File: config.mk
export PLATFORM = sky130hd
export DESIGN_NAME = qpsk_peak_slicer
export DESIGN_NICKNAME = d
export VERILOG_FILES = /design/src/rtl/qpsk_peak_slicer.sv
export SDC_FILE = /design/constraint.sdc
export NUM_CORES = 1
export LEC_CHECK = 0
export ABC_AREA = 1
export CORE_ASPECT_RATIO = 0.6
export CORE_MARGIN = 8
export CORE_UTILIZATION = 45
export CTS_CLUSTER_DIAMETER = 50
export DETAILED_ROUTE_END_ITERATION = 10
export PLACE_DENSITY = 0.79
export SLEW_MARGIN = 10
export SYNTH_ARGS = -nofsm -noshare
export SYNTH_HDL_FRONTEND = slang
export SYNTH_SLANG_ARGS = --single-unit
File: constraint.sdc
create_clock -name CLK_50MHZ -period 2.4 [get_ports CLK_50MHZ]
set_input_delay 0.72 -clock CLK_50MHZ [delete_from_list [all_inputs] [get_ports CLK_50MHZ]]
set_output_delay 0.72 -clock CLK_50MHZ [all_outputs]
set_load 0.01 [all_outputs]
File: src/rtl/qpsk_peak_slicer.sv
// ----------------------------------------------------------------------------
// qpsk_peak_slicer
//
// Purpose:
//   Slices I/Q correlator match counts from a spread-spectrum QPSK receiver
//   into dibits. The block hunts for a correlation peak or anti-peak (SEARCH).
//   Once it finds one, it tracks the spreading period (TRACK). While tracking,
//   it accepts one peak per period inside a small circular window around the
//   expected phase and re-centres on it. It drops lock after MISS_MAX
//   consecutive empty windows.
//
// Parameters:
//   PERIOD   - spreading period in valid input samples (m-sequence length)
//   THR      - match-count threshold for a peak (>= THR) or an anti-peak
//              (<= 31-THR), range 17..31
//   WIN      - tracking window half-width in samples, range 0..7
//   MISS_MAX - consecutive missed windows before lock is dropped, 1..15
//
// Ports:
//   CLK_50MHZ     in   1   sole clock, rising edge
//   RST_N         in   1   asynchronous active-low reset
//   in_valid      in   1   corr_i/corr_q carry a sample this cycle
//   corr_i        in   8   I-channel match count, unsigned
//   corr_q        in   8   Q-channel match count, unsigned
//   sym_valid     out  1   one-cycle strobe: a new dibit is on sym
//   sym           out  2   decided dibit {I,Q}, held until the next symbol
//   locked        out  1   high while in TRACK
//
// Optional feature (macro QPSK_PEAK_STATS_EN):
//   sym_cnt       out  16  symbols emitted, saturating
//   lock_loss_cnt out  8   TRACK->SEARCH transitions, saturating
// ----------------------------------------------------------------------------
module qpsk_peak_slicer #(
    parameter int PERIOD   = 31,
    parameter int THR      = 28,
    parameter int WIN      = 2,
    parameter int MISS_MAX = 3
) (
    input  logic       CLK_50MHZ,
    input  logic       RST_N,
    input  logic       in_valid,
    input  logic [7:0] corr_i,
    input  logic [7:0] corr_q,
    output logic       sym_valid,
    output logic [1:0] sym,
`ifdef QPSK_PEAK_STATS_EN
    output logic [15:0] sym_cnt,
    output logic [7:0]  lock_loss_cnt,
`endif
    output logic       locked
);

    localparam int            PW       = (PERIOD > 1) ? $clog2(PERIOD) : 1;
    localparam logic [PW-1:0] PH_LAST  = PW'(PERIOD - 1);
    localparam logic [4:0]    THR_HI   = 5'(THR);
    localparam logic [4:0]    THR_LO   = 5'(31 - THR);
    localparam logic [3:0]    MISS_LIM = 4'(MISS_MAX);

    typedef enum logic [0:0] {
        ST_SEARCH = 1'b0,
        ST_TRACK  = 1'b1
    } state_t;

    // Clamp a match count to the 5-bit range a 31-chip correlator can produce.
    function automatic logic [4:0] sat5(input logic [7:0] x);
        logic [4:0] r;
        if (x > 8'd31) begin
            r = 5'd31;
        end else begin
            r = x[4:0];
        end
        return r;
    endfunction

    // A strong positive or strong negative correlation both mark a symbol.
    function automatic logic is_peak(input logic [4:0] v);
        return (v >= THR_HI) || (v <= THR_LO);
    endfunction

    state_t        state_r, state_nx;
    logic [PW-1:0] phase_r, phase_nx;
    logic [3:0]    miss_r, miss_nx;
    logic          got_r, got_nx;       // current window already produced a symbol
    logic          run_r;               // low only until the first edge after reset
    logic          sym_valid_r, sym_valid_nx;
    logic [1:0]    sym_r, sym_nx;
    logic          locked_r, locked_nx;

    logic [4:0]    ci_s, cq_s;
    logic          hit_s;
    logic [1:0]    dibit_s;
    logic [PW-1:0] ph_adv_s;
    logic          win_s;
    logic          close_s;
    logic          emit_s;
    logic          drop_s;

`ifdef QPSK_PEAK_STATS_EN
    logic [15:0] sym_cnt_r, sym_cnt_nx;
    logic [7:0]  lock_loss_cnt_r, lock_loss_cnt_nx;
`endif

    // Sample decode: saturation, hit detection, dibit decision, window geometry.
    always_comb begin
        ci_s    = sat5(corr_i);
        cq_s    = sat5(corr_q);
        hit_s   = is_peak(ci_s) || is_peak(cq_s);
        dibit_s = {(ci_s >= 5'd16), (cq_s >= 5'd16)};
        if (phase_r == PH_LAST) begin
            ph_adv_s = '0;
        end else begin
            ph_adv_s = phase_r + {{(PW-1){1'b0}}, 1'b1};
        end
        // The window wraps through phase 0: [PERIOD-WIN, PERIOD-1] U [0, WIN].
        win_s   = (int'(ph_adv_s) >= PERIOD - WIN) || (int'(ph_adv_s) <= WIN);
        // The window closes on the first sample past WIN.
        close_s = (int'(ph_adv_s) == WIN + 1);
    end

    // Next-state logic for the acquisition/tracking FSM and the registered outputs.
    always_comb begin
        state_nx     = state_r;
        phase_nx     = phase_r;
        miss_nx      = miss_r;
        got_nx       = got_r;
        emit_s       = 1'b0;
        drop_s       = 1'b0;
        if (run_r && in_valid) begin
            case (state_r)
                ST_SEARCH: begin
                    if (hit_s) begin
                        emit_s   = 1'b1;
                        state_nx = ST_TRACK;
                        phase_nx = '0;
                        miss_nx  = 4'd0;
                        got_nx   = 1'b1;
                    end else begin
                        phase_nx = '0;
                    end
                end
                ST_TRACK: begin
                    phase_nx = ph_adv_s;
                    if (hit_s && win_s && !got_r) begin
                        // Re-centre: this sample becomes phase 0.
                        emit_s   = 1'b1;
                        phase_nx = '0;
                        miss_nx  = 4'd0;
                        got_nx   = 1'b1;
                    end else if (close_s) begin
                        got_nx = 1'b0;
                        if (!got_r) begin
                            if ((miss_r + 4'd1) >= MISS_LIM) begin
                                drop_s   = 1'b1;
                                state_nx = ST_SEARCH;
                                phase_nx = '0;
                                miss_nx  = 4'd0;
                            end else begin
                                miss_nx = miss_r + 4'd1;
                            end
                        end else begin
                            miss_nx = miss_r;
                        end
                    end else begin
                        got_nx = got_r;
                    end
                end
                default: begin
                    state_nx = ST_SEARCH;
                    phase_nx = '0;
                    miss_nx  = 4'd0;
                    got_nx   = 1'b0;
                end
            endcase
        end else begin
            state_nx = state_r;
        end

        sym_valid_nx = emit_s;
        if (emit_s) begin
            sym_nx = dibit_s;
        end else begin
            sym_nx = sym_r;
        end
        locked_nx = (state_nx == ST_TRACK);
    end

`ifdef QPSK_PEAK_STATS_EN
    // Saturating statistics counters.
    always_comb begin
        sym_cnt_nx       = sym_cnt_r;
        lock_loss_cnt_nx = lock_loss_cnt_r;
        if (emit_s && (sym_cnt_r != 16'hFFFF)) begin
            sym_cnt_nx = sym_cnt_r + 16'd1;
        end else begin
            sym_cnt_nx = sym_cnt_r;
        end
        if (drop_s && (lock_loss_cnt_r != 8'hFF)) begin
            lock_loss_cnt_nx = lock_loss_cnt_r + 8'd1;
        end else begin
            lock_loss_cnt_nx = lock_loss_cnt_r;
        end
    end

    // Statistics registers.
    always_ff @(posedge CLK_50MHZ or negedge RST_N) begin
        if (!RST_N) begin
            sym_cnt_r       <= 16'd0;
            lock_loss_cnt_r <= 8'd0;
        end else begin
            sym_cnt_r       <= sym_cnt_nx;
            lock_loss_cnt_r <= lock_loss_cnt_nx;
        end
    end

    assign sym_cnt       = sym_cnt_r;
    assign lock_loss_cnt = lock_loss_cnt_r;
`endif

    // State, tracking and output registers.
    always_ff @(posedge CLK_50MHZ or negedge RST_N) begin
        if (!RST_N) begin
            state_r     <= ST_SEARCH;
            phase_r     <= '0;
            miss_r      <= 4'd0;
            got_r       <= 1'b0;
            run_r       <= 1'b0;
            sym_valid_r <= 1'b0;
            sym_r       <= 2'b00;
            locked_r    <= 1'b0;
        end else begin
            state_r     <= state_nx;
            phase_r     <= phase_nx;
            miss_r      <= miss_nx;
            got_r       <= got_nx;
            run_r       <= 1'b1;
            sym_valid_r <= sym_valid_nx;
            sym_r       <= sym_nx;
            locked_r    <= locked_nx;
        end
    end

    assign sym_valid = sym_valid_r;
    assign sym       = sym_r;
    assign locked    = locked_r;

endmodule
# == After elaboration in Yosys (flattened, before gate mapping) ==
# Index checks and enable logic that the tools add are counted.
# totals
register_bits,15
input_bits,19
output_inout_bits,4
# op_classes
addsub,2
n_lt_le_gt_ge,11
eq_ne,5
n_mux,27
bitwise,1
reduce_logical,10
# ops
op,n
$mux W5,7
$ge A5 B5 Y1 const B,5
$mux W4,5
$gt A8 B5 Y1 const B,2
$le A5 B2 Y1 const B,3
$mux W1,10
$pmux W5 S2,1
$pmux W4 S2,1
$pmux W1 S2,3
$add A5 B1 Y5 const B,1
$eq A5 B3 Y1 const B,1
$eq A5 B5 Y1 const B,1
$add A4 B1 Y4 const B,1
$ge A4 B2 Y1 const B,1
$logic_or A1 B1 Y1,4
$reduce_and A4 Y1,1
$logic_and A1 B1 Y1,3
$ne A3 B1 Y1 const B,1
$ne A3 B2 Y1 const B,1
$reduce_and A3 Y1,1
$ne A2 B2 Y1 const B,1
$logic_not A1 Y1,1
$not A1 Y1,1

# == Depth between registers and ports, before layout ==
# Gate-level depths: netlist of run 1.
# logic_depth
depth_word,10
mapped_depth,15

# == Worst setup path after synthesis of run 1 ==
# No wires, ideal clock.
# synth_timing
path_type,input to register
from,in corr_q[6]
to,"reg locked_r, in the netlist locked"
setup_time_ns,0.132
arrival_time_ns,1.552
required_ns,2.268
slack_ns,0.715
cell_stages,10
cell_sequence,inv_1 > nand2_1 > nor2_1 > nand2_1 > nor3_2 > nor2_1 > nand2_4 > nand2_4 > nand2_4 > o211ai_1
# synth_between
elab_chain_cells,9
word_cells_on_any_way,11
# synth_rtl
element,line,rtl
"start, declared",43,"input logic [7:0] corr_q,"
$gt A8 B5 Y1 *,67,if (x > 8'd31) begin
$mux W5 *,67,
$ge A5 B5 Y1 or $le A5 B2 Y1 (tied branches),77,return (v >= THR_HI) || (v <= THR_LO);
$logic_or A1 B1 Y1 *,77,
$logic_or A1 B1 Y1 *,107,hit_s = is_peak(ci_s) || is_peak(cq_s);
$logic_and A1 B1 Y1 (2 in a row),143,if (hit_s && win_s && !got_r) begin
$mux W1,143,
$pmux W1 S2 *,129,case (state_r)
"end signal, assigned",238,locked_r <= locked_nx;
"end, declared",87,"logic locked_r, locked_nx;"
# Every way passes the cells marked *; elsewhere a longest branch is shown, timed or not.
# A chain may end at the register's enable or synchronous reset.

# == Worst setup path in the final report of run 1 ==
# layout_timing
from,"reg locked_r, in the netlist locked"
to,out locked
# layout_lines
element,line,rtl
"end, declared",50,output logic locked
# No word-level cell between the ends.

==> results_dict.tcl, run 1 <==
set metrics [dict create \
    cts_buffers 3 \
    worst_hold_path_type "flop to flop" \
    r2r-start "phase_r[0]" \
    cts_hold_buf 0 \
    drive_above_1_share_pct 16.7 \
    cts.sinks 15 \
    crit_chain "clkdlybuf4s50_1" \
    worst_setup_path_end_kind "output port" \
    syn_inst 135 \
    core_area_um2 2160 \
    leakage_nw 0.669 \
    swShare_pct 42.6 \
    synth_top_area_share_pct 36.5 \
    slew_viol_final 0 \
    grt_max_degree 16 \
    initial_utilization_pct 47.5 \
    mostFrequentLayoutCell "nand2_1" \
    postRouteAntennaNets 0 \
    drt_iter0_drc 40 \
    hpwl_um 1870 \
    rsz0062_at_grt "no" \
    h-tree-depth 1 \
    async_reset_ff_share_pct 100 \
    r2r-end "phase_r[0]" \
    ys_seq_elements 15 \
    p_per_area_nw_per_um2 900 \
    antenna_cells 0 \
    slowest_delay_ns 0.58 \
    clock_path_buffers 2 \
    clkTransAtPathRegs_ns 0.06 \
    crit_fanout 5 \
    worst-path-buf-inv 1 \
    dr.pass1.iters 4 \
    cpMaxStageDelayCell "clkdlybuf4s50_1" \
    crit_type "flop to output port" \
    worst_pin_slew_ns 0.722 \
    grt_pass1_wl_um 3730 \
    status "complete, no violations" \
    seq_area_frac_synth_pct 36.5 \
    netlist.top_cell.by_area "dfrtp_1" \
    final_cell_mix "29 x nand2_1, 22 x inv_1, 18 x clkdlybuf4s50_1, 15 x dfrtp_1" \
    clk_latency_ns 0.25 \
    cts_tree "built" \
    synth_warnings 0 \
    crit_family "buffers and inverters" \
    startpoint_type "flop" \
    syn_area_per_cell_um2 7.61 \
    place.gp.congestion 0.896 \
    grt.overflow.total 0 \
    final_nets 180 \
    avgRoutedWirePerCell_um 12.5 \
    ir_drop_uv 562 \
    period_minus_slack_ns 2.01 \
    place_area_um2 1230 \
    syn_area_um2 1030 \
    io_pins 23 \
    p_clk_share_pct 17.9 \
    syn_nets 158 \
    switching_power_w 0.000491 \
    via_per_inst 4.94 \
    grt.total_usage_pct 11.4 \
    synth_edf_count 0 \
    p_comb_share_pct 48.4 \
    port_buffers 18 \
    finalCritPeriodShare_pct 83.9 \
    p_int_w 0.000661 \
    grt_pass1_vias 887 \
    postCtsSetupBuffers 0 \
    die-area_um2 4120 \
    timing.hold.ws_ns 0.487 \
    cp_data_arrival_time_ns 1.29 \
    r2r_slack_ns 0.52 \
    synth.area.top_cells "dfrtp_1 37%, nand2_1 11%, inv_1 8.0%" \
    setup_tns_ns 0 \
    finalSetupViolations 0 \
    finalHoldViolations 0 \
    hold_end "sym[1]" \
    clock_skew_ns 0.00106 \
    maxCapViolCount 0 \
    post_cts_resized 0 \
    final_area_um2 1280 \
    reg2reg_depth 13 \
    cts_root_buffer "clkbuf_8" \
    drc 0 \
    worstHoldStart "sym[1]" \
    yosysUniqueCellTypes 26 \
    hold_depth 2 \
    worstPathRequired_ns 1.68 \
    die_x_um 77.7 \
    die_y_um 53.0 \
    antenna_found_initial 0 \
    wl_um 2330 \
    syn2layout_area_growth_pct 24.6 \
    pwr-share-seq_pct 33.8 \
    fmax_mhz 496 \
    vias 918 \
    slew_headroom_pct 51.7 \
    num_rows 13 \
    num-fill-cells 197 \
    synth_ff_type "dfrtp_1" \
]
[flip-flops by register name, summed over array words and instances, names as in the netlist]
register / cells
phase_r: 5
got_r: 1
locked: 1
sym: 2
miss_r: 4
run_r: 1
sym_valid: 1
[power groups by stage]
| stage | logic (W) | registers (W) | clock network, W |
|---|---|---|---|
| floorplan | 0.000406 | 0.000383 | 0 |
| global placement | 0.000537 | 0.000386 | 0 |
| detailed placement | 0.000556 | 0.000393 | 0 |
| CTS | 0.000562 | 0.000388 | 0.000212 |
| global route | 0.000615 | 0.000396 | 0.000223 |
| finish | 0.000557 | 0.000389 | 0.000206 |
[metrics by stage]
| stage | util [%] | power [W] | setup WS [ns] | cells |
|---|---|---|---|---|
| after floorplan | - | 0.000789 | 0.715 | 135 |
| after global placement | 57.0 | 0.000923 | 0.171 | 182 |
| after detailed placement | 57.0 | 0.000949 | 0.141 | 182 |
| after CTS | 59.2 | 0.00116 | 0.375 | 186 |
| after global routing | 59.2 | 0.00123 | 0.292 | 186 |
| final | 59.2 | 0.00115 | 0.385 | 186 |
[routing by layer]
metal  up-vias  routed length (um)  GRT usage (%)
li1        465                   -              -
met1       420                1120           13.8
met2        31                1060           19.0
met3         2                 134           3.89
met4         0                  19           3.73
met5         -                   0              0
[worst reg2reg max path, stage by stage, from the launching register on]
cell and delay (ns):
dfrtp_1 0.45, inv_1 0.11, ha_1 0.20, nand2_1 0.06, inv_1 0.07, nand2_4 0.11
nand3_2 0.13, nand2_2 0.09, inv_1 0.05, nand2_2 0.05, nand2_2 0.05, nand2_4 0.11
nand3_2 0.14, o22ai_1 0.16
[worst max-delay path by stage]
stage | endpoint | startpoint | slack [ns] | cells past startpoint
after floorplan | locked | corr_q[6] | 0.72 | 10
after global placement | phase_r[0] | corr_q[4] | 0.17 | 9
after detailed placement | got_r | corr_q[7] | 0.14 | 11
after CTS | locked | locked | 0.38 | 1
after global routing | phase_r[0] | corr_q[7] | 0.29 | 10
final | locked | locked | 0.39 | 1
[final cells by class]
cell class | count | area, um^2 | share of cell area, %
multi-input cells | 95 | 551 | 43.0
flip-flops and latches | 15 | 375 | 29.3
repair buffers | 18 | 180 | 14.1
inverters | 24 | 90.1 | 7.04
clock buffers | 3 | 41.3 | 3.23
well taps | 30 | 37.5 | 2.93
clock inverters | 1 | 5.00 | 0.391
[logic make-up after synthesis]
logic type	after synthesis	share of synthesized area (%)
flip-flops	15	36.5
buffers and inverters	25	9.87
adder cells (fa/ha/maj)	4	4.87
AND/OR/NAND/NOR	75	38.0
other	1	0.365
XOR/XNOR	1	0.853
AO/OA/AOI/OAI	14	9.50
[cells in the mapped netlist (2+ instances only)]
| master | number |
|---|---|
| nand4_1 | 2 |
| nor2_1 | 13 |
| nand2_2 | 6 |
| nand2_1 | 29 |
| nand3_2 | 4 |
| o22ai_1 | 3 |
| a21oi_1 | 2 |
| inv_1 | 22 |
| o211ai_1 | 2 |
| dfrtp_1 | 15 |
| nand2_4 | 4 |
| o21ai_1 | 3 |
| inv_2 | 2 |
| nand3_1 | 13 |
| ha_1 | 4 |
Power figures use the tool's default switching activity.
==> run 2: changes to the inputs <==
==> constraint.sdc (replaced) <==
create_clock -name CLK_50MHZ -period 1.9 [get_ports CLK_50MHZ]
set_input_delay 0.57 -clock CLK_50MHZ [delete_from_list [all_inputs] [get_ports CLK_50MHZ]]
set_output_delay 0.57 -clock CLK_50MHZ [all_outputs]
set_load 0.01 [all_outputs]
==> results_dict.tcl, run 2 (same netlist as run 1, synthesis figures left out) <==
set metrics [dict create \
    status "complete, no violations" \
    die-area_um2 4120 \
    r2r-start "phase_r[0]" \
    grt_pass1_vias 873 \
    worst_hold_path_type "flop to flop" \
    finalSetupViolations 0 \
    cts_root_buffer "clkbuf_8" \
    p_per_area_nw_per_um2 1090 \
    avgRoutedWirePerCell_um 12.7 \
    h-tree-depth 1 \
    drive_above_1_share_pct 25.6 \
    worst_setup_path_end_kind "output port" \
    grt_pass1_wl_um 3880 \
    regMostFlops "phase_r" \
    worstPathRequired_ns 1.33 \
    startpoint_type "flop" \
    clkTransAtPathRegs_ns 0.06 \
    largest_reg_flops 5 \
    postRouteAntennaNets 0 \
    grt.overflow.total 0 \
    utilization_pct 63.2 \
    antenna_found_initial 0 \
    drc 0 \
    finalCritPeriodShare_pct 95.5 \
    dr.pass1.iters 4 \
    fmax_mhz 551 \
    r2r-end "miss_r[1]" \
    ir_drop_uv 684 \
    io_pins 23 \
    hpwl_um 1820 \
    period_minus_slack_ns 1.82 \
    hold_end "miss_r[3]" \
    antenna_cells 0 \
    setup_tns_ns 0 \
    cpMaxStageDelayCell "clkdlybuf4s50_1" \
    reg2reg_depth 12 \
    place.gp.congestion 0.866 \
    core_area_um2 2160 \
    leakage_nw 0.763 \
    worstHoldStart "miss_r[3]" \
    clock_skew_ns 0.00112 \
    vias 961 \
    power.total_w 0.00149 \
    cts_hold_buf 0 \
    hold_depth 2 \
    finalHoldViolations 0 \
    final_area_um2 1370 \
    place_area_um2 1260 \
    cts.sinks 15 \
    initial_utilization_pct 47.5 \
    crit_fanout 5 \
    drt_iter0_drc 26 \
    port_buffers 18 \
    crit_chain "clkdlybuf4s50_1" \
    cts_tree "built" \
    mostFrequentLayoutCell "nand2_1" \
    syn2layout_area_growth_pct 33.1 \
    worst-path-buf-inv 1 \
    crit_type "flop to output port" \
    clock_path_buffers 2 \
    die_y_um 53.0 \
    cts_buffers 3 \
    wl_um 2420 \
    crit_family "buffers and inverters" \
    r2r_slack_ns 0.14 \
    clk_latency_ns 0.24 \
    slew_viol_final 0 \
    via_per_inst 5.06 \
    num_rows 13 \
    cp_data_arrival_time_ns 1.25 \
    final_cell_mix "26 x nand2_1, 20 x inv_1, 13 x dfrtp_1, 12 x nand3_1" \
    slowest_delay_ns 0.57 \
    final_nets 184 \
    grt.total_usage_pct 12.0 \
    die_x_um 77.7 \
    num-fill-cells 178 \
    maxCapViolCount 0 \
    grt_max_degree 16 \
]
-- run 2: changes by cell type in the layout (fill, tap and decap cells not counted), moves of 3 or more --
| cell | before | now |
|---|---|---|
| clkdlybuf4s50_1 | 18 | 10 |
| dlymetal6s2s_1 | 0 | 8 |
| buf_4 | 0 | 4 |
| nand2_1 | 29 | 26 |
| nand2_2 | 6 | 9 |
| nor2_1 | 13 | 10 |
| nor2_2 | 1 | 4 |
-- run 2: cell type report --
cell class	instances	area (um^2)	area share, %
Tap cell	30	37.5	2.74
Sequential cell	15	378	27.6
Timing Repair Buffer	22	230	16.8
Inverter	24	90.1	6.59
Multi-Input combinational cell	95	587	42.9
Clock buffer	4	45.0	3.29
-- run 2: per-layer routing --
metal  GRT usage [%]  vias to the layer above  wire length, um
met3            4.90                        2              165
met1            15.4                      457             1130
met5               0                        -                0
li1                -                      472                -
met2            17.0                       30             1100
met4            6.52                        0               34
-- run 2: power breakdown --
| group | internal, W | switching (W) |
|---|---|---|
| combinational | 0.000304 | 0.000434 |
| sequential | 0.000404 | 0.0000948 |
| clock | 0.000148 | 0.000106 |
-- run 2: timing repair --
action | in CTS | in global routing
setup buffers | 0 | 1
hold endpoints to repair | 0 | 0
resized for setup | 0 | 22
setup endpoints to repair | 0 | 15
-- run 2: worst max-delay path by stage --
stage,startpoint,endpoint,slack (ns),depth (start not counted)
after floorplan,phase_r[0],miss_r[0],0.27,14
after global placement,corr_q[4],got_r,-0.17,9
after detailed placement,corr_q[4],got_r,-0.22,9
after CTS,locked,locked,0.02,1
after global routing,corr_i[7],miss_r[0],-0.05,10
final,locked,locked,0.08,1
-- run 2: worst reg2reg max path, stage by stage (launching register included) --
cell     delay (ns)
dfrtp_2        0.42
inv_2          0.06
ha_1           0.19
nand2_1        0.07
inv_2          0.05
a21oi_1        0.20
nand3_1        0.10
nor2_1         0.17
nor2_2         0.09
nand2_2        0.08
nand3_2        0.09
nand2_1        0.09
nand2_1        0.05
-- run 2: stage by stage --
stage               std cells  hold slack (ns)  worst slack [ns]
finish                    190            0.491            0.0846
global placement          185            0.473            -0.171
detailed placement        185            0.478            -0.220
global route              190            0.514           -0.0460
floorplan                 135            0.274             0.269
CTS                       189            0.494            0.0160
